--- src/rtl/memory_arbiter.sv ---
// ============================================================================
// Module   : memory_arbiter
// Brief    : Two-requester (fetch / data) arbiter in front of a single-port
//            memory controller. Each grant runs IDLE -> ACCESS -> DONE, so a
//            request is acknowledged two cycles after it is sampled.
// Options  : MEM_ARB_ROUND_ROBIN_EN - when defined, simultaneous requests are
//            resolved round-robin; otherwise requester 0 has fixed priority.
// Revision : 1.0 - initial release
// ============================================================================
`default_nettype none

module memory_arbiter #(
    parameter int ADDR_W = 16,
    parameter int DATA_W = 32
) (
    input  logic              clock,
    input  logic              reset_n,
    input  logic              req0,
    input  logic              req1,
    input  logic [ADDR_W-1:0] addr0,
    input  logic [ADDR_W-1:0] addr1,
    input  logic [DATA_W-1:0] wdata0,
    input  logic [DATA_W-1:0] wdata1,
    input  logic              we0,
    input  logic              we1,
    output logic              ack0,
    output logic              ack1,
    output logic [DATA_W-1:0] rdata,
    output logic [ADDR_W-1:0] mem_address,
    output logic [DATA_W-1:0] mem_data_in,
    output logic              mem_we,
    input  logic [DATA_W-1:0] mem_data_out,
    output logic              busy
);

    typedef enum logic [1:0] {
        IDLE   = 2'd0,
        ACCESS = 2'd1,
        DONE   = 2'd2
    } state_t;

    state_t              r_state;
    logic                r_winner;      // 0 = requester 0, 1 = requester 1
    logic                r_ack0;
    logic                r_ack1;
    logic [DATA_W-1:0]   r_rdata;
    logic [ADDR_W-1:0]   r_mem_address;
    logic [DATA_W-1:0]   r_mem_data_in;
    logic                r_mem_we;
    logic                w_any_req;
    logic                w_grant1;      // requester 1 wins this arbitration

    assign w_any_req = req0 | req1;

`ifdef MEM_ARB_ROUND_ROBIN_EN
    // Pointer names the requester favoured on a tie; 0 after reset.
    logic r_rr_ptr;

    assign w_grant1 = req1 & (~req0 | r_rr_ptr);

    // Hand priority to the other requester after every grant.
    always_ff @(posedge clock or negedge reset_n) begin
        if (!reset_n) begin
            r_rr_ptr <= 1'b0;
        end else if ((r_state == IDLE) && w_any_req) begin
            r_rr_ptr <= ~w_grant1;
        end
    end
`else
    // Fixed priority: requester 1 only wins when requester 0 is silent.
    assign w_grant1 = req1 & ~req0;
`endif

    // Grant sequencing: latch the winner's access, run it, then acknowledge.
    always_ff @(posedge clock or negedge reset_n) begin
        if (!reset_n) begin
            r_state       <= IDLE;
            r_winner      <= 1'b0;
            r_ack0        <= 1'b0;
            r_ack1        <= 1'b0;
            r_rdata       <= '0;
            r_mem_address <= '0;
            r_mem_data_in <= '0;
            r_mem_we      <= 1'b0;
        end else begin
            case (r_state)
                IDLE: begin
                    r_ack0   <= 1'b0;
                    r_ack1   <= 1'b0;
                    r_mem_we <= 1'b0;
                    if (w_any_req) begin
                        // Only the winner's inputs reach the memory bus.
                        r_winner      <= w_grant1;
                        r_mem_address <= w_grant1 ? addr1  : addr0;
                        r_mem_data_in <= w_grant1 ? wdata1 : wdata0;
                        r_mem_we      <= w_grant1 ? we1    : we0;
                        r_state       <= ACCESS;
                    end
                end
                ACCESS: begin
                    // Controller completed its falling-edge access mid-cycle.
                    r_rdata  <= mem_data_out;
                    r_mem_we <= 1'b0;
                    r_ack0   <= ~r_winner;
                    r_ack1   <= r_winner;
                    r_state  <= DONE;
                end
                DONE: begin
                    r_ack0  <= 1'b0;
                    r_ack1  <= 1'b0;
                    r_state <= IDLE;
                end
                default: begin
                    r_ack0   <= 1'b0;
                    r_ack1   <= 1'b0;
                    r_mem_we <= 1'b0;
                    r_state  <= IDLE;
                end
            endcase
        end
    end

    assign ack0        = r_ack0;
    assign ack1        = r_ack1;
    assign rdata       = r_rdata;
    assign mem_address = r_mem_address;
    assign mem_data_in = r_mem_data_in;
    assign mem_we      = r_mem_we;
    assign busy        = (r_state != IDLE);

endmodule

`default_nettype wire

--- config.mk ---
export PLATFORM = sky130hd
export DESIGN_NAME = memory_arbiter
export DESIGN_NICKNAME = d
export VERILOG_FILES = /design/src/rtl/memory_arbiter.sv
export SDC_FILE = /design/constraint.sdc
export NUM_CORES = 1
export LEC_CHECK = 0
export ABC_AREA = 1
export CAP_MARGIN = 40
export CORE_ASPECT_RATIO = 0.5
export CORE_MARGIN = 2
export CORE_UTILIZATION = 30
export DETAILED_ROUTE_END_ITERATION = 8
export PLACE_DENSITY = 0.74
export SETUP_SLACK_MARGIN = 0.3
export SLEW_MARGIN = 10
export SYNTH_ARGS = -nofsm -noshare
export SYNTH_HDL_FRONTEND = slang
export SYNTH_SLANG_ARGS = --single-unit
--- constraint.sdc ---
create_clock -name clock -period 1.1 [get_ports clock]
set_input_delay 0.275 -clock clock [delete_from_list [all_inputs] [get_ports clock]]
set_output_delay 0.275 -clock clock [all_outputs]
set_load 0.01 [all_outputs]
After elaboration in Yosys (flattened, before gate mapping) --
Cells that the tools add are included.
Operators by class: $mul 0, reductions and logical operators 3, multiplexer cells 9, eq/ne operators 3, add/subtract/negate cells 0, magnitude comparators 0, bitwise gates (word level) 4, divide/modulo/power cells 0, shift-type cells 0
Operators with widths (count):
- 2-to-1 mux 32 bit | 1
- 2-to-1 mux 16 bit | 1
- 2-to-1 mux 1 bit | 4
- one-hot mux 2 bit (2 select lines) | 1
- equality test 2 x 1 -> 1 bit (second input constant) | 1
- equality test 2 bit (second input constant) | 1
- logical NOT 2 bit | 1
- 2-to-1 mux 2 bit | 1
- != test 2 bit (second input constant) | 1
- inverter 1 bit | 2
- one-hot mux 1 bit (2 select lines) | 1
- AND reduction 2 bit | 1
- nonzero test 2 bit | 1
- bitwise AND 1 bit | 1
- bitwise OR 1 bit | 1
Storage, ports and cells: register bits after elaboration 86, RAM bits 0, input port bits 134, ROM bits 0, memories kept 0, bits in latches 0, output and inout bits 84

Logic depth before layout (Yosys ltp) --
Gate-level depths: netlist of the first run.
depth after elaboration 5, mapped depth 9, depth with buffers taken out 6

Least setup slack after synthesis of the first run --
No wires, ideal clock.
kind reg2reg, start reg r_state[0], end reg r_mem_address[0] (netlist: mem_address[0]), data required time 1.035 ns, stages on the path, launching flop included 8, arrival 1.029 ns, path slack 0.006 ns, path buffers 2, setup time 0.065 ns, clock period less this slack 1.094 ns, path through dfrtp_1 nor2_2 nand2_2 inv_2 buf_6 buf_6 nand2_1 nand2_1
Between the ends: cells in the longest elaborated chain, start to end 2
RTL lines:
- start: declaration | RTL line 42 | state_t r_state;
- start signal: assignment | RTL line 77 | r_state <= IDLE;
- start signal: assignment | RTL line 97 | r_state <= ACCESS;
- start signal: assignment | RTL line 106 | r_state <= DONE;
- logical NOT 2 bit | RTL line 86 | case (r_state)
- AND reduction 2 bit (no line)
- end signal: assignment | RTL line 94 | r_mem_address <= w_grant1 ? addr1 : addr0;
- end: declaration | RTL line 47 | logic [ADDR_W-1:0] r_mem_address;
No other way between the ends. A chain may end at the register's enable or synchronous reset.

Worst setup path in the final report of the first run --
start reg r_state[0], end reg r_rdata[29] (netlist: rdata[29])
Between the ends: cells in the longest elaborated chain, start to end 1
RTL lines:
- equality test 2 x 1 -> 1 bit | RTL line 86
- end signal: assignment | RTL line 102 | r_rdata <= mem_data_out;
- end: declaration | RTL line 46 | logic [DATA_W-1:0] r_rdata;
No other way between the ends.

==> results.toml, run 1 <==
[critical_path]
crit_path_top_delay_cell = "dfrtp_1"
cp_slowest_stage_delay_ps = 410
crit_path_start_kind = "register"
arrival_ps = 1600
required_ps = 1370
worstPathCellList = "buf_4, buf_4, buf_6, nand2_8, buf_12, nand2_1, nand2_1"
crit_path_end_kind = "register"
cp_max_fo = 8
path_class = "reg2reg"

[global_routing]
track_usage_pct = 18.54
antenna_found_initial = 0
grt_pass1_vias = 4251
grt_pass1_wl_um = 21000
grt.overflow.total = 0
grt_max_degree = 34

[logic_synthesis]
synth.avg_cell_area_um2 = 7.502
synth-seq-cells = 86
ys_types = 15
synth_top_family_by_area = "simple AND/OR/NAND/NOR gates"
synth_xor_area_share_pct = 0
synth_simple_gate_area_share_pct = 39.83
yosysSeqAreaShare_pct = 54.85
syn_area_mm2 = 0.003924
syn_nets = 657
synth-adder-area-share_pct = 0
ys.warnings.count = 0
synthCells = 523
muxShareOfSynthArea_pct = 0
synth_compound_area_share_pct = 0.1276

[clock_network]
cts_tree = "yes"
cts_buffers = 9
htreeDepth = 3
clockBufferDepth = 2
cts_root_buf = "clkbuf_16"
clock_sinks = 86
clock_latency_ps = 330
clkTransAtPathRegs_ps = 70

[layout]
post-route-util_pct = 57.27
n_fill_cell = 1141
antenna-diode-count = 0
fin_cells = 966
syn_to_final_growth_pct = 85.36
fin_nets = 926
layout_common_cells = "nand2_1 (314), clkdlybuf4s50_1 (131), dfrtp_1 (86)"
drive_gt1_share_pct = 26.38
mostFrequentLayoutCell = "nand2_1"

[routing]
ant_nets = 0
vias = 4378
wl_met3_um = 663
wl_um = 14310
first_pass_iters = 4
top_layer = "met4"
wire_per_inst_um = 14.82
via_per_inst = 4.532
route.detailed.drc = 0
wl_met1_um = 5934
wl_met2_um = 7434
drt_iter0_markers = 230

[timing]
max_freq_mhz = 747.1
min_period_ps = 1339
setup_viol = 168
finalCritPeriodShare_pct = 121.7
worst_slack_ps = -238.5
maxSlewHeadroom_pct = 80.81
rsz0062_at_grt = "true"
maxSlewViolCount = 0
hold_slack_ps = -179.0
fin_skew_ps = 6.331
tightest_slew_ps = 287.5
hold_viol_final = 12

[die]
rows = 29
ioPinCount = 218
die_h_um = 84.87
start_util_pct = 30.90
dieArea_mm2 = 0.01407
die_x_um = 165.7
core_mm2 = 0.01270

[hold_path]
hold_path_class = "in2async"

[power_and_ir_drop]
pwr-share-clk_pct = 15.7
ir_worst_vdd_mv = 1.484
pwr_density_cell_mw_per_mm2 = 2647
switching_power_mw = 7.337
power_mw = 19.25
p_sw_share_pct = 38.12
seqPwrFrac_pct = 29.4
p_int_mw = 11.91
p_leak_nw = 3.870
combPwrFrac_pct = 54.9

[place]
finalWeightedCongestion = 0.8363
place_inst = 898
place_hpwl_um = 8951
portBuffers = 217

[outcome]
status = "finished, violations left"
violations = "negative hold slack, negative setup slack"

[job]
maxCapViolations = 0
## state kept, by name, summed over array words and instances, names as in the netlist
name         cells
r_winner         1
r_state          2
ack1             1
mem_we           1
rdata           32
mem_data_in     32
mem_address     16
ack0             1
## cell type report
cell class	count	area (µm²)	share of cell area, %
Clock buffer	9	225.2	3.097
Clock inverter	6	71.32	0.9806
Inverter	7	65.06	0.8945
Multi-Input combinational cell	399	1718	23.62
Sequential cell	86	2152	29.59
Tap cell	170	212.7	2.924
Timing Repair Buffer	286	2795	38.43
Timing Repair inverter	3	33.78	0.4645
## worst paths after layout
| check | from | endpoint | slack, ps | depth (start not counted) |
|---|---|---|---|---|
| min in group clock | req1 | mem_we$_DFFE_PN0P_ | 320 | 3 |
| worst min register to register | rdata[26]$_DFFE_PN0N_ | rdata[26]$_DFFE_PN0N_ | 480 | 2 |
| worst min-delay path | reset_n | mem_data_in[6]$_DFFE_PN0P_ | -180 | 1 |
| worst max-delay path | r_state[0]$_DFFE_PN0P_ | rdata[29]$_DFFE_PN0N_ | -240 | 7 |
| max in group asynchronous | reset_n | mem_data_in[19]$_DFFE_PN0P_ | 850 | 2 |
| worst max register to register | r_state[0]$_DFFE_PN0P_ | rdata[29]$_DFFE_PN0N_ | -240 | 7 |
## worst max-delay path, delay by kind of cell, from the launching register on
kind                   cells  cell delay [ps]
and+or+nand+nor            3              310
DFF                        1              410
buffers and inverters      4              550
## power by group through the flow
| stage | sequential, mW | clock [mW] | combinational (mW) |
|---|---|---|---|
| finish | 5.65 | 3.03 | 10.6 |
| global route | 5.80 | 3.28 | 11.4 |
| CTS | 5.58 | 3.10 | 8.64 |
| detailed placement | 5.55 | 0 | 8.25 |
| global placement | 5.52 | 0 | 8.10 |
| floorplan | 6.20 | 0 | 2.98 |
## kinds of logic after synthesis
logic type / after synthesis
buffers and inverters: 39
AOI/OAI and AO/OA: 1
DFF: 86
and+or+nand+nor: 397
## routing by layer
metal / up-vias / GRT usage (%)
met4: 0 / 6.640
met2: 154 / 34.21
li1: 2141 / -
met3: 26 / 3.918
met1: 2057 / 21.65
met5: - / 0
## metrics by stage
| step | instance area [µm²] | setup WS, ps | setup TNS (ps) |
|---|---|---|---|
| 6_report | 7273 | -238.5 | -19310 |
| 4_1_cts | 6728 | -207.1 | -12800 |
| 3_3_place_gp | 6409 | -366.3 | -21650 |
| 3_5_place_dp | 6409 | -418.2 | -24450 |
| 2_1_floorplan | 3985 | 18.01 | 0 |
| 5_1_grt | 7273 | -285.0 | -26610 |
## timing repair
action / in CTS / in global routing
endpoints found under the hold margin: 12 / 12
setup buffers: 13 / 27
endpoints found under the setup margin: 170 / 170
pin swaps: 1 / 9
resized for setup: 385 / 47
cloned: 4 / 9
## Yosys cell counts
master | instances | area, µm²
nand4_1 | 1 | 6.260
clkbuf_1 | 5 | 18.77
buf_4 | 3 | 22.52
nor2_1 | 3 | 11.26
nand2_2 | 2 | 12.51
inv_2 | 3 | 11.26
o21ai_1 | 1 | 5.000
buf_1 | 2 | 7.510
nand3_1 | 50 | 250.2
dfrtp_1 | 86 | 2152
buf_2 | 19 | 95.09
nor2_2 | 1 | 6.260
inv_1 | 4 | 15.01
nand2_1 | 340 | 1276
buf_6 | 3 | 33.78
(Power assumes the default switching activity.)
==> inputs of run 2 (changes only) <==
CORE_MARGIN = 4   (was 2)
PLACE_DENSITY = 0.71   (was 0.74)
clock period = 1.3 ns   (was 1.1 ns; I/O delays follow)
==> results.toml, run 2 (synthesis results as in run 1) <==
[global_routing]
grt_pass1_vias = 4318
track_usage_pct = 18.82
antenna_found_initial = 0
grt_pass1_wl_um = 22170
grt.overflow.total = 0
grt_max_degree = 35

[critical_path]
arrival_ps = 1080
crit_path_end_kind = "output pin"
ff2ff_path_depth = 7
crit_path_start_kind = "register"
crit_path_top_delay_cell = "dfrtp_1"
required_ps = 980
worstPathCellList = "nor2_4, inv_2, buf_6"
path_class = "reg2out"
cp_slowest_stage_delay_ps = 410
cp_max_fo = 2

[clock_network]
clock_latency_ps = 340
clkTransAtPathRegs_ps = 60
clock_sinks = 86
cts_buffers = 9
cts_root_buf = "clkbuf_16"
cts_tree = "yes"
htreeDepth = 3
clockBufferDepth = 2

[outcome]
violations = "negative setup slack"
status = "finished, violations left"

[die]
rows = 29
die_x_um = 169.7
ioPinCount = 218
start_util_pct = 30.81
dieArea_mm2 = 0.01508
core_mm2 = 0.01274
die_h_um = 88.87

[layout]
drive_gt1_share_pct = 36.22
mostFrequentLayoutCell = "nand2_1"
post-route-util_pct = 62.75
fin_cells = 990
antenna-diode-count = 0
fin_nets = 950
syn_to_final_growth_pct = 103.7
layout_common_cells = "nand2_1 (246), clkdlybuf4s50_1 (130), dfrtp_1 (86)"

[timing]
rsz0062_at_grt = "true"
maxSlewHeadroom_pct = 78.23
fin_skew_ps = 8.083
tightest_slew_ps = 326.6
worst_slack_ps = -103.3
min_period_ps = 1403
finalCritPeriodShare_pct = 107.9
hold_viol_final = 0
setup_viol = 26
maxSlewViolCount = 0
max_freq_mhz = 712.6

[routing]
route.detailed.drc = 0
drt_iter0_markers = 167
via_per_inst = 4.526
first_pass_iters = 4
wl_um = 15470
ant_nets = 0
vias = 4481
wire_per_inst_um = 15.63

[power_and_ir_drop]
pwr_density_cell_mw_per_mm2 = 2345
p_leak_nw = 4.239
ir_worst_vdd_mv = 1.062

[hold_path]
hold_path_class = "in2reg"
hold_depth = 3

[job]
maxCapViolations = 0

[place]
portBuffers = 217
place_hpwl_um = 9409
place_inst = 900
finalWeightedCongestion = 0.7802
run 2: cell types whose count changed in the layout (fill, tap and decap cells not counted), sizes merged, moves of 2 or more:
cell | previous run | this run
clkbuf | 14 | 12
bufbuf | 0 | 3
buf | 150 | 178
inv | 10 | 6
run 2: routing by layer:
layer / global-route usage, % / vias up / share of wire (%) / wire length (µm)
met5: 0 / - / 0 / 0
met4: 5.405 / 0 / 2.1 / 323
met3: 3.525 / 27 / 4.8 / 736
met2: 33.80 / 130 / 52 / 7969
met1: 23.54 / 2127 / 42 / 6441
li1: - / 2197 / - / -
run 2: path summary, 6_finish.rpt:
check                                       start               endpoint  slack [ps]
max                        r_state[1]$_DFFE_PN0P_                   busy        -100
min                                          req1     mem_we$_DFFE_PN0P_         380
max reg2reg                r_state[0]$_DFFE_PN0P_   rdata[7]$_DFFE_PN0N_         -40
min reg2reg                  r_winner$_DFFE_PN0P_         ack0$_DFF_PN0_         460
max in group asynchronous                 reset_n  rdata[20]$_DFFE_PN0N_         450
min in group asynchronous                 reset_n  rdata[29]$_DFFE_PN0N_         390
run 2: critical path: cells and delay by family (launching register included):
family        cells  cell delay [ps]
flops             1              410
buf+inv           2              170
simple gates      1              160
run 2: where the power goes:
group	leakage, nW	total, mW	internal (mW)	switching [mW]
Sequential	1.07	4.85	3.98	0.868
Combinational	3.02	11.2	6.11	5.12
Clock	0.146	2.66	1.67	0.991
run 2: layout make-up:
cell class | instances | area, µm²
flip-flops and latches | 86 | 2152
multi-input cells | 398 | 2041
well taps | 170 | 212.7
fillers | 1043 | 4745
clock buffers | 11 | 232.7
inverters | 7 | 46.29
repair buffers | 314 | 3234
clock inverters | 4 | 72.57
run 2: per-stage QoR:
step                      hold slack, ps  power, mW  setup TNS, ps  setup WS [ps]  instance area, µm²
final                              377.6      18.74         -422.2         -103.3                7991
after global routing               396.7      19.83          -3042         -144.8                7991
after CTS                          363.4      16.62         -94.37         -94.37                7291
after detailed placement           207.9      11.71         -14120         -309.9                6414
after global placement             208.2      11.55         -13530         -298.4                6414
after floorplan                    29.41      7.634              0          206.7                3949
run 2: repair_timing:
action,CTS,global route
pin swaps,46,23
cloned,13,2
resized for setup,467,91
buffers inserted,22,37
endpoints found under the setup margin,167,170
endpoints found under the hold margin,10,0
hold buffers,1,0
